==> config.mk <==
export PLATFORM = sky130hd
export DESIGN_NAME = serial_add_ctrl_flat
export DESIGN_NICKNAME = d
export VERILOG_FILES = /design/src/rtl/serial_add_pkg.sv /design/src/rtl/serial_add_ctrl_if.sv /design/src/rtl/serial_add_ctrl_fa.sv /design/src/rtl/serial_add_ctrl.sv /design/src/flat_wrapper.sv
export SDC_FILE = /design/constraint.sdc
export NUM_CORES = 1
export LEC_CHECK = 0
export CORE_ASPECT_RATIO = 2
export CORE_MARGIN = 5
export CORE_UTILIZATION = 30
export DETAILED_ROUTE_END_ITERATION = 7
export GPL_ROUTABILITY_DRIVEN = 1
export PLACE_DENSITY = 0.48
export SLEW_MARGIN = 20
export SYNTH_ARGS = -nofsm -noshare
export SYNTH_HDL_FRONTEND = slang
export SYNTH_HIERARCHICAL = 1
export SYNTH_SLANG_ARGS = --single-unit
==> constraint.sdc <==
create_clock -name clk -period 2.1 [get_ports clk]
set_input_delay 0.525 -clock clk [delete_from_list [all_inputs] [get_ports clk]]
set_output_delay 0.525 -clock clk [all_outputs]
set_load 0.03 [all_outputs]
==> src/rtl/serial_add_pkg.sv <==
// Shared definitions for the bit-serial add controller: state encoding and
// default operand width.
package serial_add_pkg;

  localparam int SA_W = 8;

  typedef enum logic [1:0] {
    IDLE = 2'd0,
    RUN  = 2'd1,
    DONE = 2'd2
  } state_t;

endpackage

==> src/rtl/serial_add_ctrl_if.sv <==
// Operand/result handshake bundle for serial_add_ctrl; slave is the adder side.
interface serial_add_ctrl_if #(
  parameter int W = serial_add_pkg::SA_W
);

  logic         in_valid;
  logic         in_ready;
  logic [W-1:0] a;
  logic [W-1:0] b;
  logic         cin;
  logic         out_valid;
  logic         out_ready;
  logic [W-1:0] sum;
  logic         cout;
  logic         busy;

  modport master (
    output in_valid, a, b, cin, out_ready,
    input  in_ready, out_valid, sum, cout, busy
  );

  modport slave (
    input  in_valid, a, b, cin, out_ready,
    output in_ready, out_valid, sum, cout, busy
  );

endinterface

==> src/rtl/serial_add_ctrl_fa.sv <==
// Team 1-bit full-adder cell, time-shared by serial_add_ctrl.
module fa (
  input  logic A,
  input  logic B,
  input  logic Cin,
  output logic Sum,
  output logic Cout
);

  assign Sum  = A ^ B ^ Cin;
  assign Cout = (A & B) | (Cin & (A ^ B));

endmodule

==> src/rtl/serial_add_ctrl.sv <==
// Bit-serial adder controller: captures a W-bit operand pair, steps one fa
// cell LSB-first for W cycles, then holds the result on a valid/ready port.
module serial_add_ctrl
  import serial_add_pkg::*;
#(
  parameter int W = SA_W
) (
  input logic              clk,
  input logic              rst_n,
  serial_add_ctrl_if.slave bus
);

  localparam int CW = (W > 1) ? $clog2(W) : 1;
  localparam logic [CW-1:0] LAST = CW'(W - 1);

  state_t        state, state_nx;
  logic [W-1:0]  a_sh, b_sh, sum_sh, sum_nx;
  logic [CW-1:0] cnt;
  logic          carry;
  logic          fa_s, fa_co;

  fa u_fa (
    .A    (a_sh[0]),
    .B    (b_sh[0]),
    .Cin  (carry),
    .Sum  (fa_s),
    .Cout (fa_co)
  );

  // New sum bit enters at the MSB so after W steps bit 0 holds the LSB result.
  always_comb begin
    sum_nx        = sum_sh >> 1;
    sum_nx[W-1]   = fa_s;
  end

  always_comb begin
    state_nx = state;
    case (state)
      IDLE:    if (bus.in_valid)  state_nx = RUN;
      RUN:     if (cnt == LAST)   state_nx = DONE;
      DONE:    if (bus.out_ready) state_nx = IDLE;
      default:                    state_nx = IDLE;
    endcase
  end

  always_ff @(posedge clk or negedge rst_n) begin
    if (!rst_n) begin
      state  <= IDLE;
      a_sh   <= '0;
      b_sh   <= '0;
      sum_sh <= '0;
      carry  <= 1'b0;
      cnt    <= '0;
    end else begin
      state <= state_nx;
      case (state)
        IDLE: begin
          if (bus.in_valid) begin
            a_sh  <= bus.a;
            b_sh  <= bus.b;
            carry <= bus.cin;
            cnt   <= '0;
          end
        end
        RUN: begin
          a_sh   <= a_sh >> 1;
          b_sh   <= b_sh >> 1;
          sum_sh <= sum_nx;
          carry  <= fa_co;
          // Hold at the last index so the counter never wraps.
          if (cnt != LAST) cnt <= cnt + 1'b1;
        end
        default: ;
      endcase
    end
  end

  assign bus.in_ready  = (state == IDLE);
  assign bus.out_valid = (state == DONE);
  assign bus.busy      = (state == RUN) || (state == DONE);
  assign bus.sum       = sum_sh;
  assign bus.cout      = carry;

endmodule
==> src/flat_wrapper.sv <==
// flat-port wrapper written by rule: the top's interface ports become plain ports
module serial_add_ctrl_flat import serial_add_pkg::*;
#(
  parameter int W = SA_W
)
  (clk, rst_n, bus_in_valid, bus_a, bus_b, bus_cin, bus_out_ready, bus_in_ready, bus_out_valid, bus_sum, bus_cout, bus_busy);
  serial_add_ctrl_if #(.W(W)) bus_i ();
  input logic clk;
  input logic rst_n;
  input wire logic [$bits(bus_i.in_valid)-1:0] bus_in_valid;
  input wire logic [$bits(bus_i.a)-1:0] bus_a;
  input wire logic [$bits(bus_i.b)-1:0] bus_b;
  input wire logic [$bits(bus_i.cin)-1:0] bus_cin;
  input wire logic [$bits(bus_i.out_ready)-1:0] bus_out_ready;
  output wire logic [$bits(bus_i.in_ready)-1:0] bus_in_ready;
  output wire logic [$bits(bus_i.out_valid)-1:0] bus_out_valid;
  output wire logic [$bits(bus_i.sum)-1:0] bus_sum;
  output wire logic [$bits(bus_i.cout)-1:0] bus_cout;
  output wire logic [$bits(bus_i.busy)-1:0] bus_busy;
  assign bus_i.in_valid = bus_in_valid;
  assign bus_i.a = bus_a;
  assign bus_i.b = bus_b;
  assign bus_i.cin = bus_cin;
  assign bus_i.out_ready = bus_out_ready;
  assign bus_in_ready = bus_i.in_ready;
  assign bus_out_valid = bus_i.out_valid;
  assign bus_sum = bus_i.sum;
  assign bus_cout = bus_i.cout;
  assign bus_busy = bus_i.busy;
  serial_add_ctrl #(.W(W)) u_core (.clk(clk), .rst_n(rst_n), .bus(bus_i));
endmodule
==> summary.txt, run 1 <==
Status -> finished clean
RSZ-0062 raised after global routing -> no
Die height -> 109.2 um
CP Data Arrival Time -> 1.42 ns
Number of distinct library cells after synthesis -> 20
# nets final -> 188
YS warnings -> 6
Bufs and invs on worst path -> 2
DR iter-0 viols -> 5
Flop-to-flop setup slack -> 0.37 ns
Rows -> 36
Worst hold path class -> reg2reg
RR Endpoint -> u_core/state[1]
CP delay by family, top -> buffers and inverters
CTS tree -> done
CTS clock-pin slew for the worst setup and hold paths -> 0.05 ns
Area grow syn2layout -> 32.82%
Post-CTS Setup Inserts -> 0
Startpoint Class -> flop
Asr flop ratio synth -> 100.0%
CP Capture Type -> output pin
Clock buffer depth -> 2
Worst-path fanout max -> 4
Total Wirelength -> 2896 um
Setup TNS Final -> 0 ns
Initial antenna violation count -> 0
Cell Area, Synth -> 1475 um^2
Total iterations of the first detailed-routing run -> 4
Max H-tree Level -> 2
Clock skew -> 0.01103 ns
Die area -> 6505 um^2
Via count -> 995
WL/cell -> 13.28 um
Critical-path cell list -> inv_1 > ha_1 > dlygate4sd2_1
Most used DFF post-synth -> dfrtp_1
Fill cells -> 493
Worst rel slew slack -> 69.80%
Final Slew Violations -> 0
Fraction of layout cells with a size suffix above 1 -> 16.77%
Hold Path Stages -> 2
Worst-margin pin slew -> 0.4436 ns
Global Route Usage Sum -> 10.32%
PwrDens -> 1637 nW/um^2
CTS root buf -> clkbuf_8
Gpl congestion -> 0.6767
Worst R2R Start -> u_core/state[0]
HPWL Detailed -> 2146 um
Starting density of the core -> 30.61%
CP required -> 1.57 ns
Overall power -> 3.208 mW
Max_cap viols -> 0
Vias in the first global route -> 1087
Vias per cell -> 4.564
Min setup slack post-route -> 0.1534 ns
Largest net degree at the start of global routing -> 31
Grt total ovfl -> 0
Design area -> 1959 um^2
Net Count, Synth -> 151
Post-synth EDFFs -> 0
Core Region -> 4820 um^2
CTS buffer count -> 5
Clk sinks -> 30
Final period utilization -> 92.70%
FF+latch count, synth -> 30
Slowest cell on crit path -> dfrtp_1
Crit-path max cell delay -> 0.42 ns
Area post-placement -> 1872 um^2
Die Wd -> 59.59 um
FF-to-FF path depth -> 6
Worst hold start -> u_core/a_sh[4]
Final ANT Viol Nets -> 0
Count of buffers from port buffering -> 32
Final Setup Violations -> 0
Clock Latency Late Sink -> 0.28 ns
I/O pins -> 33
Post-Synthesis Cells -> 123
Final hold violation count -> 0
Minimum clock period -> 1.947 ns
Diodes inserted -> 0
DRC -> 0
Fmax achieved -> 513.7 MHz
Placement Setup Slack -> 0.1414 ns
Critical path class -> reg2out
Worst VDD drop -> 0.9684 mV
Leakage -> 0.8627 nW
Seq/Total Area, Yosys -> 50.89%
First-pass GRT wire length -> 4905 um
Hold endpoint -> u_core/a_sh[4]
Post-Synthesis Mean Instance Area -> 11.99 um^2
## kinds of logic (layout without fill, tap and decap cells)
logic type | after synthesis | count (layout) | share of synthesized area [%]
adder cells (fa/ha/maj) | 7 | 7 | 6.446
buffers and inverters | 10 | 48 | 4.579
AO/OA/AOI/OAI | 24 | 24 | 10.35
AND/OR/NAND/NOR | 26 | 26 | 7.888
multiplexers | 26 | 26 | 19.85
flip-flops | 30 | 30 | 50.89
## state kept, by name, indices dropped and copies added (netlist names)
signal,flops
u_core/a_sh,8
u_core/b_sh,8
u_core/bus.sum,8
u_core/cnt,3
u_core/state,2
u_core/bus.cout,1
## tightest hold or removal path, stage by stage (launching register included)
cell,delay [ns]
dfrtp_1,0.34
nand2_1,0.05
o21ai_1,0.06
## metrics by stage
step | instances | utilization (%) | hold WS [ns]
3_3_place_gp | 210 | 38.84 | 0.4678
2_1_floorplan | 123 | - | 0.2294
4_1_cts | 218 | 40.65 | 0.4930
3_5_place_dp | 210 | 38.84 | 0.4798
5_1_grt | 218 | 40.65 | 0.5193
6_report | 218 | 40.65 | 0.4870
## worst max path at each step
stage	startpoint	slack, ns	endpoint	cells after the start
global route	u_core/state[0]	0.09	bus_out_valid	3
floorplan	u_core/state[0]	0.38	u_core/bus.cout	6
finish	u_core/state[0]	0.15	bus_out_valid	3
CTS	u_core/state[0]	0.13	bus_out_valid	3
detailed placement	bus_in_valid	0.14	u_core/state[0]	4
global placement	bus_in_valid	0.17	u_core/state[0]	4
## repair_timing
| item | in CTS | in global routing |
|---|---|---|
| endpoints found under the setup margin | 3 | 0 |
| hold buffers | 0 | 0 |
| gates resized for setup | 3 | 0 |
## final cells by class
type	count	area, um^2	area share [%]
sequential	30	750.7	38.31
timing repair buffer	36	371.6	18.97
inverter	4	15.01	0.7663
multi-input combinational	83	659.4	33.65
clock buffer	7	86.33	4.406
tap	57	71.32	3.640
clock inverter	1	5.005	0.2554
## placed cells by master (no fill, tap or decap), types with 2 or more instances in the layout
master / n
ha_1: 5
dfrtp_1: 30
o21ai_0: 3
nand2_1: 20
mux2_2: 8
dlygate4sd2_1: 3
clkdlybuf4s50_1: 29
nand2b_1: 4
clkbuf_8: 6
mux2_4: 2
buf_12: 2
mux2i_1: 15
buf_4: 2
inv_1: 3
a22o_1: 3
o21ai_1: 17
## per-layer routing
| layer | global-route usage [%] | up-vias | routed length [um] |
|---|---|---|---|
| met5 | 0 | - | 0 |
| met4 | 6.181 | 0 | 82 |
| met3 | 3.199 | 6 | 179 |
| met2 | 17.61 | 28 | 1513 |
| met1 | 10.67 | 465 | 1120 |
| li1 | - | 496 | - |
## synth_stat cells (2+ instances only)
cell	count	area, um^2
dfrtp_1	30	750.7
nand2_1	20	75.07
o21ai_1	17	85.08
mux2i_1	15	150.1
mux2_2	8	90.09
ha_1	6	75.07
nand2b_1	4	25.02
a22o_1	3	26.28
buf_2	3	15.01
inv_1	3	11.26
o21ai_0	3	15.01
buf_6	2	22.52
mux2_4	2	30.03
## report_power, final
group | internal [mW] | total [mW] | switching (mW)
Sequential | 0.867 | 1.05 | 0.179
Clock | 0.264 | 0.467 | 0.203
Combinational | 0.828 | 1.70 | 0.867
Note: power is estimated with default switching activity, not from simulation.
==> inputs of run 2 (changes only) <==
Settings changed: SLEW_MARGIN 20 to not set.
==> results of run 2 <==
The final DEF is identical to that of run 1; final timing and power are the same.
==> inputs of run 3 (changes only) <==
Settings changed: TNS_END_PERCENT set to 30.
==> results of run 3 <==
The final DEF is identical to that of run 1; final timing and power are the same.
